<file path="src/rtl/if_fetch_queue.sv">
// Instruction-fetch front end: fetch PC, in-order imem request/response handling and a
// DEPTH-entry queue ahead of decode. Define IF_PERF_CNT_EN to add dequeue/bubble counters.
module if_fetch_queue #(
  parameter int               WIDTH    = 32,
  parameter int               DEPTH    = 4,
  parameter logic [WIDTH-1:0] RESET_PC = '0,
  parameter logic [WIDTH-1:0] PC_STEP  = 4
) (
  input  logic             clk,
  input  logic             rst,
  input  logic             jump_decode,
  input  logic             pcsrc_decode,
  input  logic [WIDTH-1:0] pc_jump,
  input  logic [WIDTH-1:0] pc_branch,
  input  logic             stall_pc,
  output logic             imem_req_valid,
  input  logic             imem_req_ready,
  output logic [WIDTH-1:0] imem_addr,
  input  logic             imem_rsp_valid,
  input  logic [WIDTH-1:0] imem_rsp_data,
  output logic             fetch_valid,
  output logic [WIDTH-1:0] instr_fetch,
`ifdef IF_PERF_CNT_EN
  output logic [WIDTH-1:0] pc_fetch,
  output logic [31:0]      perf_instr_cnt,
  output logic [31:0]      perf_bubble_cnt
`else
  output logic [WIDTH-1:0] pc_fetch
`endif
);

  localparam int CW = $clog2(DEPTH + 1);
  localparam int AW = $clog2(DEPTH);
  localparam logic [CW:0] DEPTH_C = (CW + 1)'(DEPTH);

  logic [WIDTH-1:0] fpc;
  logic [WIDTH-1:0] epc;
  logic [WIDTH-1:0] q_instr [DEPTH];
  logic [WIDTH-1:0] q_pc    [DEPTH];
  logic [AW-1:0]    wr_ptr;
  logic [AW-1:0]    rd_ptr;
  logic [CW-1:0]    count;
  logic [CW-1:0]    inflight;
  logic [CW-1:0]    drop;

  logic             redir;
  logic [WIDTH-1:0] target;
  logic [CW:0]      occupancy;
  logic             req_fire;
  logic             enq;
  logic             deq;
  logic             head_valid;

  assign redir      = jump_decode | pcsrc_decode;
  assign target     = jump_decode ? pc_jump : pc_branch;
  assign occupancy  = {1'b0, count} + {1'b0, inflight};
  assign head_valid = (count != '0);

  // Requests are credit-limited so every accepted response is guaranteed a queue slot.
  assign imem_req_valid = rst && !redir && (occupancy < DEPTH_C);
  assign imem_addr      = fpc;
  assign req_fire       = imem_req_valid && imem_req_ready;

  assign enq         = imem_rsp_valid && !redir && (drop == '0);
  assign fetch_valid = head_valid && !redir;
  assign deq         = fetch_valid && !stall_pc;
  assign instr_fetch = head_valid ? q_instr[rd_ptr] : '0;
  assign pc_fetch    = head_valid ? q_pc[rd_ptr] : '0;

  // epc tracks the address of the next kept response, so the queue needs no address FIFO.
  always_ff @(posedge clk or negedge rst) begin
    if (!rst) begin
      fpc      <= RESET_PC;
      epc      <= RESET_PC;
      wr_ptr   <= '0;
      rd_ptr   <= '0;
      count    <= '0;
      inflight <= '0;
      drop     <= '0;
    end else if (redir) begin
      fpc      <= target;
      epc      <= target;
      wr_ptr   <= '0;
      rd_ptr   <= '0;
      count    <= '0;
      drop     <= drop + inflight - CW'(imem_rsp_valid);
      inflight <= '0;
    end else begin
      if (req_fire)
        fpc <= fpc + PC_STEP;
      if (enq) begin
        epc    <= epc + PC_STEP;
        wr_ptr <= wr_ptr + 1'b1;
      end
      if (deq)
        rd_ptr <= rd_ptr + 1'b1;
      if (enq && !deq)
        count <= count + 1'b1;
      else if (!enq && deq)
        count <= count - 1'b1;
      if (imem_rsp_valid && (drop != '0))
        drop <= drop - 1'b1;
      inflight <= inflight + CW'(req_fire) - CW'(imem_rsp_valid && (drop == '0));
    end
  end

  always_ff @(posedge clk) begin
    if (enq) begin
      q_instr[wr_ptr] <= imem_rsp_data;
      q_pc[wr_ptr]    <= epc + PC_STEP;
    end
  end

`ifdef IF_PERF_CNT_EN
  always_ff @(posedge clk or negedge rst) begin
    if (!rst) begin
      perf_instr_cnt  <= '0;
      perf_bubble_cnt <= '0;
    end else begin
      if (deq)
        perf_instr_cnt <= perf_instr_cnt + 32'd1;
      if (!fetch_valid && !stall_pc)
        perf_bubble_cnt <= perf_bubble_cnt + 32'd1;
    end
  end
`endif

endmodule

</file>
<file path="config.mk">
export PLATFORM = sky130hd
export DESIGN_NAME = if_fetch_queue
export DESIGN_NICKNAME = d
export VERILOG_FILES = /design/src/rtl/if_fetch_queue.sv
export SDC_FILE = /design/constraint.sdc
export NUM_CORES = 1
export LEC_CHECK = 0
export ABC_AREA = 1
export CORE_MARGIN = 4
export CORE_UTILIZATION = 40
export DETAILED_ROUTE_END_ITERATION = 12
export PLACE_DENSITY = 0.67
export SYNTH_ARGS = -nofsm -noshare
export SYNTH_HDL_FRONTEND = slang
export SYNTH_SLANG_ARGS = --single-unit
</file>
<file path="constraint.sdc">
create_clock -name clk -period 4.12 [get_ports clk]
set_input_delay 0.824 -clock clk [delete_from_list [all_inputs] [get_ports clk]]
set_output_delay 0.824 -clock clk [all_outputs]
set_load 0.02 [all_outputs]
</file>
=== Word-level counts from Yosys, hierarchy flattened ===
Memory sizes are Yosys's and may differ from the RTL's.
Index checks and enable logic that the tools add are counted.

* Latch bits: 0
* ROM bits: 0
* Word-level logic and storage cells: 65
* Memories: 2
* Memory bits (writable): 256
* Flip-flop bits (word level): 77
* Output and inout port bits: 98

* Bitwise logic cells: 1
* Order comparisons: 1
* Div/mod/pow operators: 0
* Shift-type cells: 0
* Multiply operators: 0
* Mux-type cells: 19
* Add/subtract/negate cells: 12
* Equal/unequal tests: 0
* Reductions and logical operators: 23

{| class="wikitable"
|+ Memory list
! memory !! words !! bits a word !! rd ports !! clocked after memory_dff !! write ports !! RTL line !! text
|-
| q_instr || 4 || 32 || 1 || 0 || 1 || 38 || <nowiki>logic [WIDTH-1:0] q_instr [DEPTH];</nowiki>
|-
| q_pc || 4 || 32 || 1 || 0 || 1 || 39 || <nowiki>logic [WIDTH-1:0] q_pc [DEPTH];</nowiki>
|}

{| class="wikitable"
|+ Operators by type and width
! cell !! number
|-
| $mux 32 || 7
|-
| $add 32x3->32 const B || 2
|-
| $mux 3 || 6
|-
| $logic_and 1x1->1 || 11
|-
| $reduce_bool 3->1 || 3
|-
| $mux 2 || 4
|-
| $reduce_bool 2->1 || 4
|-
| $sub 3x1->3 || 2
|-
| $sub 3x1->3 const B || 2
|-
| $add 2x1->2 const B || 2
|-
| $add 3x3->4 || 1
|-
| $logic_not 1->1 || 4
|-
| $lt 4x3->1 const B || 1
|-
| $add 3x1->3 || 1
|-
| $add 3x1->3 const B || 1
|-
| $add 3x3->3 || 1
|-
| $logic_not 3->1 || 1
|-
| $mux 1 || 2
|-
| $or 1x1->1 || 1
|}

=== Logic depth before layout (Yosys ltp) ===
* Word-level depth: 9
* Depth in mapped cells: 13
* Mapped depth without buffers: 13

=== Worst setup path before layout ===
Ideal clock, no wire load.

* Path type: input to register
* From: input port jump_decode
* To: memory q_instr[0][0] (enable)
* Setup time: 486 ps
* Required time: 3,634 ps
* Arrival: 3,949 ps
* Buffers on the path: 1
* Setup slack: -316 ps
* Stages: 4
* Path through: buf_2 -> nor2_8 -> nand2_2 -> nor2_1

* Word-level cells in the longest chain between the ends: 6

{| class="wikitable"
|+ Ends and longest elaborated chain
! element !! RTL line !! text
|-
| start: declaration || 11 || <nowiki>input logic jump_decode,</nowiki>
|-
| $or 1x1->1 || 54 || <nowiki>assign redir = jump_decode | pcsrc_decode;</nowiki>
|-
| $logic_not 1->1 || 64 || <nowiki>assign enq = imem_rsp_valid && !redir && (drop == '0);</nowiki>
|-
| $logic_and 1x1->1 (2 in series) || 64 ||
|-
| $mux 1 || 108 || <nowiki>if (enq) begin</nowiki>
|-
| $mux 1 (not written as such) || 109 || <nowiki>q_instr[wr_ptr] <= imem_rsp_data;</nowiki>
|-
| end: declaration || 38 ||
|}

No other way between the ends.

=== Worst setup path in the final report ===
* From: register rd_ptr[0]
* To: output port pc_fetch[31]

* Word-level cells in the longest chain between the ends: 2

{| class="wikitable"
|+ Ends and longest elaborated chain
! element !! RTL line !! text
|-
| start: declaration || 41 || <nowiki>logic [AW-1:0] rd_ptr;</nowiki>
|-
| start signal: assignment || 96 || <nowiki>rd_ptr <= rd_ptr + 1'b1;</nowiki>
|-
| $mem_v2 4x32 || n/a ||
|-
| $mux 32 || 68 || <nowiki>assign pc_fetch = head_valid ? q_pc[rd_ptr] : '0;</nowiki>
|-
| end: declaration || 28 || <nowiki>output logic [WIDTH-1:0] pc_fetch</nowiki>
|}

No other way between the ends.

==> flow_metrics.py <==
metrics = {
    "die": {
        "initial_core_util": 0.405,
        "dieArea_sq_um": 42500,
        "core_area_sq_um": 38700,
        "fp.dieH_um": 206,
        "io_pins": 201,
        "fp-row-count": 72,
        "fp.dieW_um": 206,
    },
    "routing": {
        "num_vias": 12500,
        "route.detailed.drc": 0,
        "avgRoutedWirePerCell_um": 17.3,
        "drtAntennaViolNets": 0,
        "wirelength_um": 42100,
        "drt_iter0_drc": 936,
        "dr.pass1.iters": 6,
        "drt-vias-per-instance": 5.13,
    },
    "logic_synthesis": {
        "synth_cell_type_count": 35,
        "syn_area_sq_um": 15700,
        "synth_edf_count": 256,
        "ys_seq_area_frac": 0.610,
        "synth.largest_area_cell": "edfxtp_1",
        "ys_top_cells_by_area": "edfxtp_1 (49%), dfrtp_1 (12%), nor2_1 (12%)",
        "synthCells": 1712,
        "synth.avg_cell_area_sq_um": 9.16,
        "synth-seq-cells": 331,
        "yosysMostFrequentCell": "nor2_1",
        "synth_ff_type": "edfxtp_1",
        "synthArstFlopShare": 0.227,
        "yosys-top-cells-count": "nor2_1 (482), nand2_1 (293), edfxtp_1 (256)",
        "syn_nets": 1833,
        "netlist.area_leader.share": 0.490,
        "yosys_warnings": 0,
    },
    "clocking": {
        "root_buffer": "clkbuf_16",
        "ctsResizeCount": 0,
        "cts_num_sinks": 331,
        "clockBufferDepth": 3,
        "hold_buffers": 0,
        "worstSkewPairLatency_ns": 0.52,
        "htreeDepth": 2,
        "cts_inserted_buffers": 36,
        "clkTransAtPathRegs_ns": 0.07,
        "cts_setup_buffers": 0,
        "cts_tree": "yes",
    },
    "setup_path": {
        "worstSetupPathType": "flip-flop to output port",
        "end_kind": "output port",
        "crit_path_max_fanout": 74,
        "startpoint_type": "flip-flop",
        "crit_required_ns": 3.30,
        "critPathArrivalTime_ns": 2.74,
    },
    "sta": {
        "fmax_mhz": 281,
        "setup_viol": 0,
        "hold_violations": 0,
        "tightest_slew_ns": 0.628,
        "fin_crit_ns": 3.56,
        "max-slew-margin-rel": 0.577,
        "report.final.slew_viol_count": 0,
        "rsz0062_at_grt": "false",
        "min_period_over_period": 0.865,
        "worst_clock_skew_ns": 0.0130,
    },
    "final_layout": {
        "nets": 2015,
        "final_cells": 2439,
        "post-route-util": 0.502,
        "drive_above_1_share": 0.0541,
        "syn2layout_area_growth_pct": 24.1,
        "diodes": 0,
    },
    "placement": {
        "gp_congestion": 0.951,
        "dp_hpwl_um": 27700,
        "io_buffers": 200,
        "dp_cells": 2374,
    },
    "power_and_ir_drop": {
        "peakVddDrop_mv": 0.240,
        "leakage_nw": 7.40,
        "power_density_nw_per_um2": 454,
    },
    "grt": {
        "grtUsageTotal": 0.195,
        "antenna_found_initial": 0,
        "grt_max_degree": 132,
        "grt_pass1_vias": 12100,
        "grt_pass1_wl_um": 65700,
        "gr-total-overflow": 0,
    },
    "job": {
        "drv_cap": 0,
    },
    "worst_hold_path": {
        "hold_class": "primary input to asynchronous set/reset pin",
    },
    "outcome": {
        "outcome": "finished clean",
    },
}
==> logic make-up (layout without fill, tap and decap cells) <==
group                    Yosys count  count (layout)  synth area share
AO/OA/AOI/OAI                    319             319             0.104
XOR/XNOR                          25              25            0.0140
adder cells (fa/ha/maj)           18              18            0.0158
buffers and inverters            178             387            0.0463
flip-flops                       331             331             0.610
AND/OR/NAND/NOR                  841             841             0.211
==> flip-flops by register name, indices dropped and copies added, names as in the netlist <==
| signal | count |
|---|---|
| count | 3 |
| drop | 3 |
| epc | 31 |
| imem_addr | 31 |
| inflight | 3 |
| q_instr | 128 |
| q_pc | 128 |
| rd_ptr | 2 |
| wr_ptr | 2 |
==> per-layer routing <==
| metal | up-vias | GRT usage | wire (um) |
|---|---|---|---|
| li1 | 6052 | - | - |
| met1 | 5946 | 0.267 | 18500 |
| met2 | 463 | 0.320 | 19400 |
| met3 | 58 | 0.0366 | 3230 |
| met4 | 0 | 0.0511 | 931 |
| met5 | - | 0 | 0 |
==> through the flow <==
stage	hold slack (ns)	setup slack [ns]	area (sq um)	setup TNS, ns	power [mW]
after floorplan	0.470	-0.316	15700	-80.78	4.95
after global placement	0.502	0.608	18300	0	5.72
after detailed placement	0.515	0.584	18300	0	5.75
after CTS	0.402	0.491	19500	0	8.91
after global routing	0.425	0.305	19500	0	9.25
final	0.399	0.557	19500	0	8.83
==> cell type report <==
| type | instances | area, sq um |
|---|---|---|
| multi-input combinational | 1203 | 5430 |
| clock buffer | 41 | 950 |
| clock inverter | 24 | 215 |
| fill | 3565 | 19300 |
| sequential | 331 | 9570 |
| inverter | 97 | 365 |
| tap | 518 | 648 |
| timing repair buffer | 225 | 2290 |
==> critical path: stages (launching register included) <==
cell and delay, ns:
dfrtp_4 0.49, clkinv_2 0.32, buf_12 0.32, o21ai_0 0.14
a21oi_1 0.28, clkdlybuf4s50_1 0.66
==> where the power goes <==
| part | leakage [nW] | switching, mW | internal (mW) |
|---|---|---|---|
| sequential | 3.18 | 0.161 | 3.78 |
| combinational | 3.66 | 1.05 | 0.688 |
| clock | 0.564 | 1.29 | 1.85 |
==> final timing paths <==
check / from / to / slack, ns / cells after the start
min in group clk: count[0] / count[0] / 0.52 / 2
worst min register to register: count[0] / count[0] / 0.52 / 2
max in group asynchronous: rst / rd_ptr[0] / 2.73 / 3
worst max-delay path: rd_ptr[0] / pc_fetch[31] / 0.56 / 5
worst min-delay path: rst / imem_addr[24] / 0.40 / 2
worst max register to register: count[2] / inflight[2] / 1.67 / 11
==> cell usage in the layout (no fill, tap or decap), types with 2 or more instances in the layout <==
cell and n:
clkinv_2 8, inv_1 92, nand4_1 2, xor2_1 14, o21ai_0 181, clkbuf_1 2, bufinv_16 3, nand2_4 2
edfxtp_1 256, a21oi_1 113, ha_1 15, nor2_4 5, nand3_1 41, and2_1 5, clkinv_1 7, clkdlybuf4s50_1 199
nor3_1 3, o21ai_1 6, buf_4 18, o211ai_1 2, nand3b_1 3, nor2_2 3, nor2_1 478, a31oi_1 12
clkbuf_16 36, dfrtp_1 73, buf_12 8, xnor2_1 11, clkbuf_8 3, fa_1 3, inv_2 4, clkinvlp_4 4
nand2_1 293, o31ai_1 3, or2_2 2
Power figures use the tool's default switching activity.
==> edit 1, RTL diff (config.mk and constraints unchanged) <==
`DEPTH`: 4 -> 2.
--- a/src/rtl/if_fetch_queue.sv
+++ b/src/rtl/if_fetch_queue.sv
@@ -4,3 +4,3 @@
   parameter int               WIDTH    = 32,
-  parameter int               DEPTH    = 4,
+  parameter int               DEPTH    = 2,
   parameter logic [WIDTH-1:0] RESET_PC = '0,
Formal check against the unedited RTL: not equivalent (a bounded check fails within 4 cycles, from zero or initial values and one cycle with rst low).
==> edit 1 against the original RTL <==
- combinational power decreased by 21%
- sequential cell count fell by 133
- register-to-register slack better by 230 ps
- sequential power is 37% lower
- synthesized area fell by 36%
- power decreased by 38%
- wire length down 35%
- synthesized cell count fell by 30%
- worst setup slack better by 74 ps
- highest routed layer unchanged
- cell area decreased by 33%
==> edit 1: results (changes against the original RTL) <==
[critical_path]
critPathLaunch=inflight[0]
cpPeakStageDelay_ps=700  ; +40 ps
crit_arrival_ps=2670  ; -70 ps
rrSetupSlack_ps=1900  ; +230 ps
reg2reg_depth=10  ; -1

[synth]
ys_seq_area_frac=0.555  ; -0.0551
ys_top_cells_by_area=edfxtp_1, dfrtp_1, nand2_1
syn-num-nets=1302  ; -29%
async_flop_share=0.354  ; +0.127
synth_cell_type_count=36  ; +2.9%
yosys-top-cells-count=nand2_1, nor2_1, a21oi_1, edfxtp_1, inv_1
avgSynthCellArea_um2=8.47  ; -7.6%

[placement]
gp_congestion=0.863  ; -9.2%
dp.cells=1680  ; -29%

[sta]
worst_pin_slew_ps=907  ; +279 ps
hold_ws_ps=200  ; -200 ps

[clock_network]
clock_path_buffers=2  ; -1
clk_latency_ps=440  ; -80 ps

[global_routing]
grt_util_met3=0.0424  ; +0.00587
gr-usage-met2=0.294  ; -0.0252
grt_util_all_layers=0.191  ; -0.00309
grt_pass1_vias=8047  ; -34%

[outcome]
status=completed

[power_and_ir_drop]
ir_drop_mv=0.296  ; +23%
power.leakage_uw=0.00511  ; -31%

[drt]
drt_iter0_markers=676  ; -28%
routed-wl-met2_mm=12.3  ; -37%
wl_met1_mm=12.5  ; -32%

==> edit 1: cell count changes after synthesis, sizes merged, moves of 8 or more <==
cell	before	now
nor2	487	225
o21ai	187	36
edfxtp	256	128
nand2	296	341
nand3	41	65
inv	97	76
a21oi	113	130
buf	44	27
clkbuf	37	25
ha	15	7
==> edit 1: layout make-up <==
cell class	instances	area, µm²	share of cell area
Clock buffer	17	425	0.0327
Clock inverter	15	170	0.0131
Inverter	76	285	0.0220
Multi-Input combinational cell	865	3980	0.306
Sequential cell	198	5600	0.431
Tap cell	324	405	0.0312
Timing Repair Buffer	217	2140	0.164
==> edit 1: cells by family after synthesis <==
logic type,synth area share
and+or+nand+nor,0.267
DFF,0.555
AOI/OAI and AO/OA,0.0924
buffers and inverters,0.0530
xor gates and xnor gates,0.0228
adders and majority gates,0.0107
==> edit 1: where the power goes <==
part | leakage, µW | switching [µW] | internal [µW]
sequential | 0.00197 | 166 | 2300
clock | 0.000293 | 830 | 822
combinational | 0.00285 | 815 | 563
total | 0.00511 | 1810 | 3680
==> edit 2, RTL diff (same flow settings) <==
Made on the original files. Build with the macro `IF_PERF_CNT_EN` defined.
--- a/src/rtl/if_fetch_queue.sv
+++ b/src/rtl/if_fetch_queue.sv
@@ -2,2 +2,4 @@
 // DEPTH-entry queue ahead of decode. Define IF_PERF_CNT_EN to add dequeue/bubble counters.
+`define IF_PERF_CNT_EN
+
 module if_fetch_queue #(
Check against the original RTL (old outputs only; new: perf_bubble_cnt and perf_instr_cnt): equivalent (Yosys induction, for registers that start in step).
==> edit 2 against the original RTL <==
- via count increased by 30%
- sequential share of layout area decreased by 3.3 points
- cell area increased by 25%
- wire length increased by 31%
- global-route usage increased by 1.2 points
- sequential cell count increased by 64
- first-iteration DRC count increased by 23%
- worst setup slack got worse by 110 ps
- maximum frequency decreased by 3.1%
- power increased by 26%
- synthesized area increased by 24%
- largest power group unchanged
==> edit 2: results (changes against the original RTL) <==
[synth]
syn-num-nets=2373  ; +29%
avgSynthCellArea_um2=8.66  ; -5.5%
yosys-top-cells-count=nor2_1, nand2_1, edfxtp_1, o21ai_0, inv_1
async_flop_share=0.352  ; +0.125
ys_top_cells_by_area=edfxtp_1, dfrtp_1, nor2_1
synth_cell_type_count=39  ; +11%

[global_routing]
gr-usage-met2=0.331  ; +0.0117
use_met1=0.291  ; +0.0237
grt_first_pass_wirelength_mm=87.0  ; +32%

[clock_network]
clk_latency_ps=580  ; +60 ps
cts_buffers=45  ; +25%

[drt]
met3_wirelength_mm=3.65  ; +13%
wl_met1_mm=25.2  ; +36%
routed-wl-met2_mm=25.0  ; +29%
finalWirelength_mm=55.0  ; +31%
vias=16200  ; +30%
drt_iter0_markers=1155  ; +23%

[critical_path]
crit_arrival_ps=2850  ; +110 ps

[layout]
final_cells=3155  ; +29%
layout-drive-gt1-share=0.0516  ; -0.00256

[outcome]
status=completed

[power_and_ir_drop]
ir_drop_mv=0.231  ; -3.8%

[placement]
gp_congestion=0.903  ; -5.1%
portBuffers=264  ; +32%

[sta]
skew_ps=13.9  ; +0.963 ps

==> edit 2: per-stage QoR <==
step                      total power (µW)  cell area [µm²]  utilization  setup WS, ps  setup TNS, ps
after detailed placement              7080            22800        0.476           444              0
final                                11100            24400        0.509           444              0
after global placement                7030            22800        0.476           496              0
after global routing                 11700            24400        0.509           265              0
after CTS                            11200            24400        0.509           369              0
after floorplan                       6010            19500            -          -619        -158510
==> edit 2: final cells by class <==
cell class / count / area, µm² / area share
multi-input cells: 1610 / 7360 / 0.302
clock buffers: 55 / 1210 / 0.0498
repair buffers: 291 / 2950 / 0.121
flip-flops and latches: 395 / 11200 / 0.458
well taps: 615 / 769 / 0.0316
inverters: 160 / 601 / 0.0246
clock inverters: 29 / 323 / 0.0132
==> edit 2: report_power, final <==
group,switching (µW),internal [µW]
Combinational,1370,869
Sequential,262,4500
Clock,1640,2480
Total,3270,7850
==> edit 2: logic make-up (layout without fill, tap and decap cells) <==
kind of cell | count (synthesis) | after routing | synth area share
AND/OR/NAND/NOR | 1211 | 1211 | 0.252
flip-flops | 395 | 395 | 0.573
AO/OA/AOI/OAI | 318 | 318 | 0.0830
buffers and inverters | 245 | 535 | 0.0510
XOR/XNOR | 61 | 61 | 0.0274
adder cells (fa/ha/maj) | 20 | 20 | 0.0140
==> edit 2: worst paths after layout <==
kind                                      from             endpoint  slack (ps)  cells past startpoint
max in group asynchronous                  rst            rd_ptr[0]        2170                      3
min in group clk           perf_bubble_cnt[12]  perf_bubble_cnt[12]         500                      1
min reg2reg                perf_bubble_cnt[12]  perf_bubble_cnt[12]         500                      1
max                                  rd_ptr[0]      instr_fetch[31]         440                      5
max reg2reg                            drop[0]        q_instr[1][6]        1570                      9
min                                        rst  perf_bubble_cnt[12]         140                      1
